File: config.mk
export PLATFORM = sky130hd
export DESIGN_NAME = program_loader
export DESIGN_NICKNAME = d
export VERILOG_FILES = /design/src/rtl/program_loader.sv
export SDC_FILE = /design/constraint.sdc
export NUM_CORES = 1
export LEC_CHECK = 0
export ABC_AREA = 1
export CAP_MARGIN = 20
export CORE_MARGIN = 10
export CORE_UTILIZATION = 50
export CTS_CLUSTER_DIAMETER = 80
export DETAILED_ROUTE_END_ITERATION = 10
export HOLD_SLACK_MARGIN = 0.1
export PLACE_DENSITY = 0.72
export REMOVE_ABC_BUFFERS = 1
export SYNTH_ARGS = -nofsm -noshare
export SYNTH_HDL_FRONTEND = slang
export SYNTH_SLANG_ARGS = --single-unit
File: constraint.sdc
create_clock -name clk -period 2.3 [get_ports clk]
set_clock_uncertainty 0.1 [all_clocks]
set_input_delay 0.46 -clock clk [delete_from_list [all_inputs] [get_ports clk]]
set_output_delay 0.46 -clock clk [all_outputs]
set_load 0.1 [all_outputs]
File: src/rtl/program_loader.sv
// -----------------------------------------------------------------------------
// program_loader
//
// Boot-time loader that receives a framed program image from a host byte
// stream, writes it word by word into instruction memory and then releases
// the processor from reset if the image checksum matches.
//
// Frame: A5 | count_hi | count_lo | count*4 data bytes (big-endian words) | sum
// where sum is the 8-bit modulo-256 sum of the two count bytes and all data
// bytes (the sync byte is not included).
//
// Ports
//   clk           rising-edge clock
//   reset         asynchronous, active-low reset
//   rx_valid      host byte on rx_data is valid
//   rx_data       host byte
//   rx_ready      loader accepts a byte this cycle
//   imem_we       instruction-memory write strobe (single-cycle pulses)
//   imem_addr     instruction-memory byte address
//   imem_wdata    instruction word to write
//   cpu_reset_n   active-low reset to the processor
//   done          load completed with a good checksum
//   error         load aborted (oversize count or bad checksum)
//   words_loaded  count of words written so far
// -----------------------------------------------------------------------------
module program_loader #(
    parameter logic [31:0] BASE_ADDR = 32'h0000_0000,
    parameter int unsigned MAX_WORDS = 256
) (
    input  logic        clk,
    input  logic        reset,
    input  logic        rx_valid,
    input  logic [7:0]  rx_data,
    output logic        rx_ready,
    output logic        imem_we,
    output logic [31:0] imem_addr,
    output logic [31:0] imem_wdata,
    output logic        cpu_reset_n,
    output logic        done,
    output logic        error,
    output logic [15:0] words_loaded
);

    typedef enum logic [2:0] {
        WAIT_SYNC,
        CNT_HI,
        CNT_LO,
        DATA,
        CHECK,
        DONE,
        ERROR
    } state_t;

    localparam logic [7:0]  SYNC_BYTE = 8'hA5;
    localparam logic [31:0] MAX_COUNT = 32'(MAX_WORDS);

    state_t      state;
    logic [7:0]  count_hi;
    logic [15:0] word_count;
    logic [15:0] word_index;
    logic [1:0]  byte_cnt;
    logic [23:0] word_buf;
    logic [7:0]  checksum;

    logic        accept;
    logic [15:0] rx_count;
    logic [31:0] rx_count_ext;

    assign accept       = rx_valid && rx_ready;
    assign rx_count     = {count_hi, rx_data};
    assign rx_count_ext = {16'd0, rx_count};

    always_ff @(posedge clk or negedge reset) begin
        if (!reset) begin
            state        <= WAIT_SYNC;
            rx_ready     <= 1'b0;
            imem_we      <= 1'b0;
            imem_addr    <= 32'd0;
            imem_wdata   <= 32'd0;
            cpu_reset_n  <= 1'b0;
            done         <= 1'b0;
            error        <= 1'b0;
            words_loaded <= 16'd0;
            count_hi     <= 8'd0;
            word_count   <= 16'd0;
            word_index   <= 16'd0;
            byte_cnt     <= 2'd0;
            word_buf     <= 24'd0;
            checksum     <= 8'd0;
        end else begin
            imem_we <= 1'b0;

            // Ready comes up on the first edge after reset and stays up in
            // every non-terminal state; the terminal transitions below
            // override it to 0 on the edge that enters DONE/ERROR.
            if (state != DONE && state != ERROR) begin
                rx_ready <= 1'b1;
            end

            if (accept) begin
                case (state)
                    WAIT_SYNC: begin
                        if (rx_data == SYNC_BYTE) begin
                            state <= CNT_HI;
                        end
                    end

                    CNT_HI: begin
                        count_hi <= rx_data;
                        checksum <= checksum + rx_data;
                        state    <= CNT_LO;
                    end

                    CNT_LO: begin
                        word_count <= rx_count;
                        checksum   <= checksum + rx_data;
                        if (rx_count == 16'd0) begin
                            state <= CHECK;
                        end else if (rx_count_ext > MAX_COUNT) begin
                            state    <= ERROR;
                            error    <= 1'b1;
                            rx_ready <= 1'b0;
                        end else begin
                            state <= DATA;
                        end
                    end

                    DATA: begin
                        checksum <= checksum + rx_data;
                        byte_cnt <= byte_cnt + 2'd1;
                        if (byte_cnt == 2'd3) begin
                            // Fourth byte completes the word: write it in
                            // the next cycle. word_buf needs no clearing as
                            // the next three bytes overwrite it fully.
                            imem_we      <= 1'b1;
                            imem_addr    <= BASE_ADDR + {14'd0, word_index, 2'b00};
                            imem_wdata   <= {word_buf, rx_data};
                            words_loaded <= words_loaded + 16'd1;
                            word_index   <= word_index + 16'd1;
                            if (word_index + 16'd1 == word_count) begin
                                state <= CHECK;
                            end
                        end else begin
                            word_buf <= {word_buf[15:0], rx_data};
                        end
                    end

                    CHECK: begin
                        rx_ready <= 1'b0;
                        if (rx_data == checksum) begin
                            state       <= DONE;
                            done        <= 1'b1;
                            cpu_reset_n <= 1'b1;
                        end else begin
                            state <= ERROR;
                            error <= 1'b1;
                        end
                    end

                    default: begin
                        // DONE and ERROR hold until reset.
                        state <= state;
                    end
                endcase
            end
        end
    end

endmodule

**Word level (Yosys, flattened, before mapping)**

Cells that the tools add are included.

- Magnitude comparators: 1
- Reduce and logical (&&, ||, !) cells: 16
- Add/subtract/negate cells: 4
- Multiplexer cells: 19
- Equal/unequal tests: 16
- Bitwise logic cells: 1

Operators with widths:

| kind | number |
|---|---|
| $add 16x1->16 const B | 2 |
| $eq 16x16->1 | 1 |
| $gt 16x9->1 const B | 1 |
| $logic_not 16->1 | 1 |
| $mux 3 | 5 |
| $pmux 3 s5 | 1 |
| $ne 2x2->1 const B | 6 |
| $mux 1 | 10 |
| $reduce_and 5->1 | 2 |
| $reduce_and 3->1 | 3 |
| $add 8x8->8 | 1 |
| $eq 8x8->1 | 1 |
| $eq 8x8->1 const B | 1 |
| $reduce_and 2->1 | 4 |
| $eq 3x2->1 const B | 2 |
| $ne 3x3->1 const B | 2 |
| $reduce_bool 5->1 | 1 |
| $pmux 1 s2 | 2 |
| $eq 3x1->1 const B | 1 |
| $eq 3x3->1 const B | 1 |
| $logic_not 3->1 | 1 |
| $reduce_or 3->1 | 1 |
| $add 2x1->2 const B | 1 |
| $eq 2x2->1 const B | 1 |
| other kinds (4) | 5 |

- Output and inout bits: 85
- Flip-flop bits (word level): 145
- Logic and storage cells: 71

**Logic depth before layout (Yosys ltp)**

Gate-level depths: netlist (run 1).

- Depth in word-level cells: 7
- Depth in mapped cells: 15
- Gate-level depth less buffers: 15

**Least setup slack after synthesis (run 1)**

No wires, ideal clock.

- Kind: reg-to-reg
- Start: register words_loaded[0]
- End: register words_loaded[12]
- Setup time: 0.159 ns
- Stages on the path, launching flop included: 8
- Arrival time: 2.293 ns
- Path buffers: 0
- Setup slack: -0.252 ns
- Cell sequence: dfrtp_1 -> ha_1 -> nand3_1 -> nor3_1 -> nand3_1 -> nor4b_2 -> nand3_1 -> xnor2_1

- Cells in the longest elaborated chain, start to end: 1

Ends and longest elaborated chain:

| what | RTL line | RTL |
|---|---|---|
| start: declaration | 41 | `output logic [15:0] words_loaded` |
| start signal: assignment | 138 | `words_loaded <= words_loaded + 16'd1;` |
| $add 16x1->16 | 138 |  |

No other way between the ends.
A chain may end at the register's enable or synchronous reset.

**Final worst setup path (run 1)**

- Start: input port rx_data[2]
- End: register checksum[7]

- Cells in the longest elaborated chain, start to end: 1

Ends and longest elaborated chain:

| what | RTL line | RTL |
|---|---|---|
| start: declaration | 33 | `input logic [7:0] rx_data,` |
| $add 8x8->8 | 110, 116, 129 |  |
| end signal: assignment | 110 | `checksum <= checksum + rx_data;` |
| end signal: assignment | 116 | `checksum <= checksum + rx_data;` |
| end signal: assignment | 129 | `checksum <= checksum + rx_data;` |
| end: declaration | 63 | `logic [7:0] checksum;` |

No other way between the ends.

==> impl_summary.md, run 1 <==
Outcome
The flow ran to the end, and the final reports show no timing, DRC or antenna violations.

Floorplan
The die covers 0.0186 sq mm. The area of the core is 0.0133 sq mm. The cell row count is 42.

The die height is 137 um. Pin placement for this block handled 96 I/O pins. The die is 137 um wide. The starting density of the core is 0.511.

Final layout
The area added between synthesis and finish is 23.4%. In the final layout, the share of cells above drive strength 1 is 0.177. The repair_antennas step left the layout with diodes totalling 0. Fill cells in the final layout number 1184. The net count of the finished layout is 932.

Synth
After technology mapping, the gate count stands at 799. The fraction of post-synthesis cell area in the top cell type by area is 0.535. Measured against the total synthesized area, the mux share comes to 0.00332. The predominant post-synthesis flop cell is sky130_fd_sc_hd__dfrtp_1. The fraction of the mapped netlist area in compound gates came to 0.0951.

In this run, synthesis inferred 0 flip-flops with an integrated enable. Of the total synthesized cell area, the portion taken by full adders, half adders and majority gates is 0.0214. Sorting the synthesized cells by how often they occur yields sky130_fd_sc_hd__nand2_1, sky130_fd_sc_hd__dfrtp_1, sky130_fd_sc_hd__o21ai_0, sky130_fd_sc_hd__inv_1, sky130_fd_sc_hd__nand3_1. After synthesis, the cell types taking the most area are sky130_fd_sc_hd__dfrtp_1, sky130_fd_sc_hd__nand2_1, sky130_fd_sc_hd__o21ai_0. In this run the cell area of the synthesized design comes to 0.00679 sq mm. For this run, the number of Yosys warnings is 0. Of the total synthesized cell area, the portion taken by AND, OR, NAND and NOR gates is 0.231.

After synthesis, the mean cell area works out to 8.50 sq um. For this run, the register share of the synthesized area comes to 0.535. The post-synthesis sequential element count is 145. The number of distinct library cells after synthesis is 35.

The post-synthesis share of cell area spent on xor and xnor gates is 0.0323. Counting flops with an async set or reset pin after synthesis yields a share of 1.00. sky130_fd_sc_hd__dfrtp_1 takes more of the synthesized area than any other cell. The cell with the most instances after synthesis is sky130_fd_sc_hd__nand2_1.

The largest family of logic cells by synthesized area is simple AND/OR/NAND/NOR gates.

Worst setup path
STA puts the critical path data arrival time at 2.34 ns. The critical path endpoint category is a flop. The peak fanout along the critical path is 4. The required time at the endpoint of the critical path is 2.52 ns. The critical path start-end classification is input port to flop. STA classifies the critical path startpoint as an input port.

Drt
The average routed wire per standard cell is 13.5 um. The average via count per standard cell is 4.82. The number of detailed-route iterations in the first pass is 5. The final wirelength is 14800 um. The initial detailed-routing violation count is 368.

Once detail routing completed, the nets flagged for antenna violations numbered 0. The total number of vias is 5296. After detailed routing, the number of remaining DRC violations is 0.

Global routing
After global routing the overflow that remains totals 0. The total track usage is 0.165. The initial antenna violation count is 0. The first global-routing pass estimated 24700 um of wire. The maximum number of pins on one net before global-route repair is 57.

The via count of the first global-routing pass is 5080.

Power
Of the total power, the share spent switching nets is 0.421. The total power divided by cell area is 1220 mW/mm^2. The analysis attributes to net switching a power of 4.30 mW.

The highest ir drop seen on vdd is 0.625 mV. Overall power consumption after layout is estimated at 10.2 mW. The internal power contribution is 5.92 mW. In this run the static leakage power is 4.30 nW.

Of the total power, the clock network draws 0.244. The share of total power dissipated in combinational logic is 0.385. The sequential cell fraction of total power is 0.371.

CTS
The clock tree from TritonCTS is built. In this run the deepest clock path goes through 2 buffers. Clock tree synthesis inserted a total of 17 buffers. The maximum level of the CTS H-tree is 4. The cell sitting at the root of the clock tree is a sky130_fd_sc_hd__clkbuf_16. Clock-pin slew was measured on the worst setup and hold paths at 0.06 ns.

Counting every sink on the clock net gives 145. The source-to-sink clock delay at the later pin of the worst-skew pair is 0.42 ns.

STA
Setup repair after global routing left no endpoint under its margin. The hold violation total from the final report is 0. The final worst slack is 0.174 ns.

For the finished layout, the period the worst path requires is 2.13 ns. The portion of the clock cycle consumed by the worst path in the final layout is 0.924. The total count of max-transition violations in the final report was 0.

The setup TNS is 0 ns. Setup violations remaining at the end of the flow were counted as 0. Based on the critical path, the design can be clocked at up to 0.470 GHz.

Hold path
The path category of the worst min-delay check is flop to flop.

Placement
The worst-case setup slack after placement is -0.253 ns. Routability-driven placement finished with a final weighted congestion of 0.891. Once detailed placement completed, the half-perimeter wirelength came to 10900 um. The port buffer count is 79.

Run
The count of max-cap constraint violations is 0.
[placed cells by master, fill, tap and decap left out, types with 5 or more instances in the layout]
cell | synthesis | layout
sky130_fd_sc_hd__a21oi_1 | 9 | 9
sky130_fd_sc_hd__xnor2_1 | 8 | 8
sky130_fd_sc_hd__clkinvlp_4 | 0 | 5
sky130_fd_sc_hd__xor2_1 | 17 | 17
sky130_fd_sc_hd__buf_4 | 17 | 103
sky130_fd_sc_hd__clkbuf_16 | 0 | 17
sky130_fd_sc_hd__nand4_1 | 6 | 6
sky130_fd_sc_hd__nor2_4 | 6 | 6
sky130_fd_sc_hd__conb_1 | 1 | 16
sky130_fd_sc_hd__o21ai_0 | 112 | 112
sky130_fd_sc_hd__inv_1 | 87 | 87
sky130_fd_sc_hd__buf_12 | 0 | 5
sky130_fd_sc_hd__dfrtp_1 | 145 | 144
sky130_fd_sc_hd__nand2_2 | 6 | 6
sky130_fd_sc_hd__clkdlybuf4s50_1 | 0 | 9
sky130_fd_sc_hd__nand3_1 | 45 | 44
sky130_fd_sc_hd__nor2_1 | 34 | 33
sky130_fd_sc_hd__ha_1 | 10 | 9
sky130_fd_sc_hd__nand2_1 | 242 | 242
sky130_fd_sc_hd__nor3_1 | 7 | 7
[repair_timing]
item | in CTS | in global routing
hold buffers | 1 | 0
setup endpoints to repair | 0 | 3
buffers inserted | 0 | 3
resized for setup | 0 | 5
hold endpoints to repair | 46 | 0
[cell type report]
| type | count | area, sq um | area share |
|---|---|---|---|
| clock inverters | 8 | 56.3 | 0.00672 |
| repair buffers | 119 | 985 | 0.118 |
| multi-input cells | 539 | 2680 | 0.320 |
| clock buffers | 23 | 478 | 0.0570 |
| flip-flops and latches | 145 | 3630 | 0.433 |
| inverters | 88 | 330 | 0.0394 |
| well taps | 176 | 220 | 0.0263 |
[registers in the layout, indices dropped and copies added, names as in the netlist]
| register | cells |
|---|---|
| done | 1 |
| words_loaded | 16 |
| imem_we | 1 |
| rx_ready | 1 |
| imem_wdata | 32 |
| word_count | 16 |
| checksum | 8 |
| error | 1 |
| imem_addr | 16 |
| word_index | 16 |
| state | 3 |
| count_hi | 8 |
| byte_cnt | 2 |
| word_buf | 24 |
[power groups by stage]
stage                     combinational (mW)  clock [mW]  sequential (mW)
final                                   3.94        2.49             3.79
after global routing                    4.37        2.65             3.88
after CTS                               3.91        2.54             3.78
after detailed placement                3.88           0             3.82
after global placement                  3.84           0             3.79
after floorplan                         1.86           0             4.77
[final timing paths]
kind | startpoint | end | slack (ns) | depth (start not counted)
worst max-delay path | rx_data[2] | checksum[7] | 0.17 | 12
worst min-delay path | word_buf[23] | imem_wdata[31] | 0.38 | 2
worst max register to register | word_index[0] | state[1] | 0.21 | 15
worst min register to register | word_buf[23] | imem_wdata[31] | 0.38 | 2
max in group asynchronous | reset | word_count[6] | 0.97 | 3
min in group asynchronous | reset | imem_wdata[10] | 0.46 | 2
[metrics by stage]
stage	area, sq um	hold WS (ns)	util	instances
finish	8380	0.375	0.630	1098
global route	8380	0.388	0.630	1098
CTS	8330	0.374	0.627	1095
detailed placement	7790	0.344	0.586	1063
global placement	7790	0.340	0.586	1063
floorplan	6620	0.0644	-	772
[kinds of logic (layout without fill, tap and decap cells)]
family / Yosys count / after routing
AOI/OAI and AO/OA: 126 / 126
DFF: 145 / 145
other: 1 / 16
xor gates and xnor gates: 25 / 25
adders and majority gates: 11 / 11
and+or+nand+nor: 359 / 359
muxes: 2 / 2
buffers and inverters: 130 / 238
[critical path, stage by stage]
cell and delay (ns):
sky130_fd_sc_hd__clkdlybuf4s50_1 0.46, sky130_fd_sc_hd__ha_1 0.37, sky130_fd_sc_hd__a21oi_1 0.15, sky130_fd_sc_hd__nand2_1 0.07, sky130_fd_sc_hd__nand2_1 0.08, sky130_fd_sc_hd__nand2_1 0.06
sky130_fd_sc_hd__a21oi_1 0.18, sky130_fd_sc_hd__nor2_1 0.06, sky130_fd_sc_hd__o21ai_0 0.21, sky130_fd_sc_hd__nand3_1 0.10, sky130_fd_sc_hd__nand3_1 0.09, sky130_fd_sc_hd__nand2_1 0.05
[layer usage]
layer  vias up  part of all wire  track usage  wire (um)
met5         -                 0            0          0
met4         0             0.020       0.0680        300
met3        20             0.051       0.0444        760
met2       109              0.47        0.253       6970
met1      2435              0.46        0.217       6800
li1       2732                 -            -          -
No activity file was read; power rests on OpenSTA's default activity.
==> inputs of run 2 (changes only) <==
Settings changed: CELL_PAD_IN_SITES_DETAIL_PLACEMENT set to 1, CELL_PAD_IN_SITES_GLOBAL_PLACEMENT set to 2, CORE_ASPECT_RATIO set to 2, CORE_UTILIZATION 50 to 33, PLACE_DENSITY 0.72 to 0.78, SLEW_MARGIN set to 20.
==> run 2 against run 1 <==
  * Clock-buffer cell count is 3 lower
  * Global-route usage decreased by 1.7 points
  * Sequential share of layout area is 1.7 points lower
  * Sequential cell count stayed put
  * Via count is 5.2% higher
  * Highest routed layer unchanged
  * Core utilization shrank 20 points
  * Routed wire length is 31% higher
  * Die area grew 45%
==> impl_summary.md, run 2 (synthesis gave the netlist of run 1 again) <==
STA
Static timing analysis puts the maximum clock frequency at 0.456 GHz. Counting I/O delays and the setup requirement, the final critical path takes 2.19 ns. The hold violation total from the final report came to 0. Setup violations remaining at the end of the flow were counted as 0. The total count of max-transition violations in the final report was 0. In the finished design, the share of the clock period the worst path needs comes to 0.953.

Drt
The average via count per standard cell is 4.63. After detailed routing, the wire length on met1 is 6980 um. The number of detailed-route iterations in the first pass is 4. The routed layout has 5570 vias. The routed design uses 562 um of met3 wire.

In the final routed layout, each cell accounts on average for 16.2 um. The final wirelength is 19500 um. The detail route stage leaves a number of antenna-violating nets equal to 0. After detailed routing, the number of remaining DRC violations is 0. The top routing layer in use is met4. Wire segments on met2 add up to 11500 um in the final route. The initial detailed-routing violation count is 259.

Final layout
Excluding fillers, the count of instances in the completed layout stands at 1204. The library cell used most frequently in the layout, excluding fill and tap cells, is sky130_fd_sc_hd__nand2_1. The total of fill cells in the finished design is 2458. For this run, the post-layout net count is 947. In the final layout, the share of cells above drive strength 1 is 0.201.

The area occupied by multi-input gates is 0.00270 sq mm. The library cells used most frequently in the layout, excluding fill and tap cells, are sky130_fd_sc_hd__nand2_1, sky130_fd_sc_hd__dfrtp_1, sky130_fd_sc_hd__buf_4. The number of flip-flops in the largest register is 32. The number of diodes added for antenna fixing is 0. In the final layout, the registers with the most flip-flops are imem_wdata (32), word_buf (24). From synthesis to final layout, the design area changed by 28.4%.

The sequential cell area in the final layout is 0.00363 sq mm. The largest register by flop count is imem_wdata.

Outcome
The run finished with clean final reports.

CTS
Clock-pin slew was measured on the worst setup and hold paths at 0.06 ns. Counting the buffers created by CTS gives 17. The clock root buffer is sky130_fd_sc_hd__clkbuf_16. The maximum level of the CTS H-tree is 4. The maximum root-to-sink buffer count is 2. The clock tree from TritonCTS is built.

Clock latency on the worst-skew pair, taken at its later pin, is 0.43 ns. The number of clock sinks is 145.

Power
The static leakage power is 4.40 nW. The total power divided by cell area is 1250 mW/mm^2. Overall power consumption after layout is estimated at 10.9 mW. VDD sags by at most 0.500 mV.

Hold path
The worst hold path belongs to the class flop to flop.

Floorplan
The total die area is 0.0271 sq mm. The total area inside the core boundary comes to 0.0204 sq mm. Measured along the x axis, the die boundary spans 121 um. The die height is 223 um. The cell row count is 74. The number of top-level design ports is 96. The starting density of the core is 0.333.

Global routing
Entering global routing, the biggest net connects 49 pins. The via count of the first global-routing pass was 6205. The total track usage is 0.148. The global-route wire length before repair is 31800 um. The initial antenna violation count came to 0. The overflow left after global routing is 0.

Placement
In this run, placement finished with an instance count of 1165. After legalization and detailed placement, the total HPWL measured 14800 um. Routability-driven placement finished with a final weighted congestion of 0.808. The port buffer count is 79.

Worst setup path
The worst setup path is captured at a flop. The arrival time at the worst endpoint is 2.41 ns. In this run the worst path has a maximum fanout of 4.

The critical path start-end classification is flop to flop. The worst setup path is launched from a flop. At the worst endpoint, the required time is 2.52 ns.

Run
Across the run, the number of max-cap violations was 0.
[run 2: area by class of cell]
type                       count  area share
sequential                   145       0.417
clock buffer                  20      0.0524
inverter                      88      0.0383
multi-input combinational    539       0.310
timing repair buffer         134       0.127
tap                          266      0.0382
clock inverter                12      0.0169
[run 2: per-layer routing]
| metal | vias to the layer above | track usage |
|---|---|---|
| met5 | - | 0 |
| met3 | 25 | 0.0302 |
| met4 | 0 | 0.0588 |
| met1 | 2707 | 0.144 |
| li1 | 2758 | - |
| met2 | 80 | 0.288 |
[run 2: worst paths after layout]
check | slack (ns) | to | start | cells after the start
max | 0.11 | state[1] | word_index[0] | 16
min | 0.37 | imem_wdata[27] | word_buf[19] | 2
max reg2reg | 0.11 | state[1] | word_index[0] | 16
min reg2reg | 0.37 | imem_wdata[27] | word_buf[19] | 2
max in group asynchronous | 1.12 | word_index[6] | reset | 3
min in group asynchronous | 0.41 | rx_ready | reset | 2
[run 2: critical path, cell delays in order, from the launching register on]
cell and delay, ns:
sky130_fd_sc_hd__dfrtp_1 0.42, sky130_fd_sc_hd__buf_4 0.17, sky130_fd_sc_hd__clkinvlp_4 0.11, sky130_fd_sc_hd__nor2_4 0.12, sky130_fd_sc_hd__nand2_2 0.11, sky130_fd_sc_hd__nor2_4 0.16, sky130_fd_sc_hd__nand2_1 0.07, sky130_fd_sc_hd__nand2_1 0.08
sky130_fd_sc_hd__nand2_1 0.06, sky130_fd_sc_hd__nand2_1 0.05, sky130_fd_sc_hd__nand2_1 0.10, sky130_fd_sc_hd__nor2_2 0.10, sky130_fd_sc_hd__nand3_1 0.13, sky130_fd_sc_hd__nand2_2 0.13, sky130_fd_sc_hd__nand2_2 0.06, sky130_fd_sc_hd__nand2_1 0.06
sky130_fd_sc_hd__nand2_1 0.04
[run 2: repair_timing]
| item | 4_1_cts | 5_1_grt |
|---|---|---|
| setup buffers | 0 | 6 |
| gates resized for setup | 0 | 15 |
| hold buffers | 1 | 0 |
| setup endpoints to repair | 0 | 5 |
| endpoints found under the hold margin | 35 | 0 |
[run 2: power by group]
| part | switching (mW) | total [mW] | internal, mW |
|---|---|---|---|
| Sequential | 0.564 | 3.82 | 3.26 |
| Combinational | 2.94 | 4.23 | 1.29 |
| Clock | 1.17 | 2.85 | 1.68 |
[run 2: stage by stage]
| stage | util | setup TNS, ns | hold slack, ns | setup slack (ns) | area, sq um |
|---|---|---|---|---|---|
| CTS | 0.423 | 0 | 0.373 | 0.0734 | 8620 |
| floorplan | - | -39.37 | 0.0644 | -0.781 | 6620 |
| detailed placement | 0.393 | -2.19 | 0.304 | -0.378 | 8010 |
| finish | 0.428 | 0 | 0.370 | 0.108 | 8710 |
| global placement | 0.393 | -1.79 | 0.302 | -0.326 | 8010 |
| global route | 0.428 | -0.115 | 0.393 | -0.0643 | 8710 |
==> inputs of run 3 (changes only) <==
==> constraint.sdc (replaced) <==
create_clock -name clk -period 2.3 [get_ports clk]
set_clock_uncertainty 0.1 [all_clocks]
set_input_delay 0.345 -clock clk [delete_from_list [all_inputs] [get_ports clk]]
set_output_delay 0.345 -clock clk [all_outputs]
set_load 0.1 [all_outputs]
==> run 3 against run 2 <==
  * Cell area fell by 0.55%
  * Setup slack improved by 0.052 ns
  * Via count barely moved
  * Fmax rose by 2.4%
  * Final cell count fell by 0.42%
  * Die area did not move
  * Critical path type unchanged
  * Critical endpoint is now state[0]
==> impl_summary.md, run 3 (synthesis gave the netlist of run 1 again) <==
Placement
Once detailed placement completed, the half-perimeter wirelength came to 14800 um. The weighted congestion at the end of routability-driven global placement is 0.834. The port buffer count is 79.

Worst setup path
Together, buffers and inverters on the worst path number 0. The required time at the endpoint of the critical path is 2.51 ns. Traced cell by cell, the critical path runs through ha_4, nand2_1, nor2_4, nand3_2, nand3_1, nand2_1, nor2_1, nand3_1, nor2_2, nand3_2, nand2_4, nand2_2, nand2_1, nand2_1.

In this run the critical register-to-register path is launched from word_index[0]. For this run, the slowest stage of the critical path takes 0.41 ns. The worst register-to-register path has a depth of 14.

The worst setup path is captured at a flop. The cell count along the critical path is 14. Among the stages of the critical path, the cell type that occurs most often is sky130_fd_sc_hd__nand2_1. The highest-delay cell along the critical path is sky130_fd_sc_hd__dfrtp_2.

The endpoint identified for the worst register-to-register timing path is state[0]. The startpoint type of the worst setup path is a flop. At the worst endpoint, the arrival time is 2.35 ns. The cell type group with the largest total delay on the critical path is simple AND/OR/NAND/NOR gates. In this run the register-to-register setup slack is 0.16 ns. The launching instance or port of the critical path is word_index[0].

The end of the critical path is state[0]. The setup path with the least slack is of type flop to flop. Of all nets on the critical path, the largest fanout is 8.

STA
The total count of max-transition violations in the final report is 0. The worst path needs 2.14 ns of the cycle, external delays included. Derived from the worst setup path, the maximum achievable clock frequency is 0.467 GHz.

Adding up every negative setup slack in the final design gives 0 ns. The portion of the clock cycle consumed by the worst path in the final layout is 0.931. The hold violation total from the final report is 0. The setup-violating endpoint count in the final report is 0. Hold timing on the final database bottoms out at a slack of 0.286 ns.

Final layout
In the final layout, the registers with the most flip-flops are imem_wdata (32), word_buf (24). From synthesis to final layout, the design area changed by 27.7%. Leaving out fill and tap cells, the most frequent cells in the layout are sky130_fd_sc_hd__nand2_1, sky130_fd_sc_hd__dfrtp_1, sky130_fd_sc_hd__buf_4. The total of fill cells in the finished design is 2456. Of the cells placed in the final design, the portion with a size suffix greater than 1 is 0.193. The most common cell after layout, fill and taps aside is sky130_fd_sc_hd__nand2_1. Counting flops per register, the top entry is imem_wdata. 0 antenna diodes ended up in the layout. The register with the most flip-flops in the layout has 32 of them. The total number of nets in the final design is 942.

Power
The sequential cell fraction of total power is 0.351. The internal power contribution is 6.33 mW. The total power divided by cell area is 1260 mW/mm^2.

IR analysis of the VDD net gives a maximum drop of 0.572 mV. The static leakage power is 4.40 nW. Of the total power, the share spent switching nets is 0.419. The post-route total power is 10.9 mW. Of the total power, the clock network draws 0.268. The combinational cell fraction of total power is 0.382. In this run the power spent charging and discharging nets is 4.57 mW.

Drt
The average via count per standard cell is 4.64. The detailed router finished its first iteration with 233 violations. After detailed routing, the average wire length per cell comes to 15.9 um. For this block, the routed nets add up to 19000 um of wire. The post-detailed-route count of antenna-violating nets is 0.

The number of detailed-route iterations in the first pass is 4. The total number of vias is 5566. The DRC violation count after routing is 0.

CTS
The clock root buffer is sky130_fd_sc_hd__clkbuf_16. The clock tree from TritonCTS is built. The H-tree was split into 4 levels. For the worst-skew pair, the clock arrives at the later sink with an insertion delay of 0.42 ns. The maximum root-to-sink buffer count is 2. Clock-pin slew was measured on the worst setup and hold paths at 0.06 ns.

For this design, the sink count on the clock tree is 145. The number of buffers created by CTS is 17.

Floorplan
The total die area is 0.0271 sq mm. For this configuration, the core starts out at a cell density of 0.333. The floorplan has 74 rows. In this run the standard cell core region covers 0.0204 sq mm.

The number of top-level design ports is 96. The die height is 223 um. From left edge to right edge, the die measures 121 um.

Global routing
The via count of the first global-routing pass is 6244. The total track usage is 0.149. The initial antenna violation count came to 0. Summed over all layers, the global routing overflow is 0. The maximum number of pins on one net before global-route repair is 52. The global-route wire length before repair is 31700 um.

Hold path
The path category of the worst min-delay check is input port to async pin.

Run
The count of max-cap constraint violations is 0.

Outcome
The run finished with clean final reports.
## run 3: changes by cell type in the layout (fill, tap and decap cells not counted), sizes merged
| cell | change |
|---|---|
| clkbuf | +2 |
| buf | -5 |
| clkinvlp | -4 |
| clkinv | +2 |
| bufinv | +1 |
| inv | -1 |
## run 3: cell type report
type / count / area, sq um / area share
multi-input combinational: 539 / 2700 / 0.312
clock buffer: 22 / 474 / 0.0547
clock inverter: 10 / 149 / 0.0172
timing repair buffer: 129 / 1050 / 0.121
sequential: 145 / 3630 / 0.419
tap: 266 / 333 / 0.0384
inverter: 88 / 330 / 0.0381
## run 3: how the worst min path moves through the flow
stage	to	slack, ns	depth (start not counted)
after floorplan	byte_cnt[0]	-0.05	0
after global placement	done	0.17	1
after detailed placement	done	0.17	1
after CTS	done	0.28	2
after global routing	done	0.30	2
final	done	0.29	2
## run 3: per-stage QoR
step / setup slack [ns] / cell area (sq um) / util / std cells
after CTS: 0.0661 / 8600 / 0.422 / 1196
after detailed placement: -0.211 / 7970 / 0.391 / 1163
after global routing: -0.00915 / 8670 / 0.425 / 1199
after floorplan: -0.781 / 6620 / - / 772
final: 0.160 / 8670 / 0.425 / 1199
after global placement: -0.151 / 7970 / 0.391 / 1163
## run 3: what timing repair did
action | 4_1_cts | 5_1_grt
gates resized for setup | 0 | 10
hold buffers | 1 | 0
buffers inserted | 0 | 3
endpoints found under the setup margin | 0 | 3
hold endpoints to repair | 77 | 0
## run 3: worst reg2reg max path, stage by stage, from the launching register on
cell                      delay, ns
sky130_fd_sc_hd__dfrtp_2       0.41
sky130_fd_sc_hd__ha_4          0.16
sky130_fd_sc_hd__nand2_1       0.10
sky130_fd_sc_hd__nor2_4        0.27
sky130_fd_sc_hd__nand3_2       0.12
sky130_fd_sc_hd__nand3_1       0.10
sky130_fd_sc_hd__nand2_1       0.06
sky130_fd_sc_hd__nor2_1        0.08
sky130_fd_sc_hd__nand3_1       0.13
sky130_fd_sc_hd__nor2_2        0.12
sky130_fd_sc_hd__nand3_2       0.11
sky130_fd_sc_hd__nand2_4       0.11
sky130_fd_sc_hd__nand2_2       0.05
sky130_fd_sc_hd__nand2_1       0.05
sky130_fd_sc_hd__nand2_1       0.05
## run 3: power by group through the flow
stage               Sequential (mW)  Clock (mW)  Combinational [mW]
detailed placement             3.86           0                4.16
global route                   3.93        3.11                4.65
finish                         3.82        2.92                4.16
global placement               3.85           0                4.08
floorplan                      4.77           0                1.86
CTS                            3.83        3.01                4.17
## run 3: metal layers
| metal | up-vias | part of all wire | track usage |
|---|---|---|---|
| met3 | 27 | 0.028 | 0.0323 |
| li1 | 2747 | - | - |
| met5 | - | 0 | 0 |
| met1 | 2700 | 0.35 | 0.143 |
| met4 | 0 | 0.029 | 0.0700 |
| met2 | 92 | 0.59 | 0.287 |
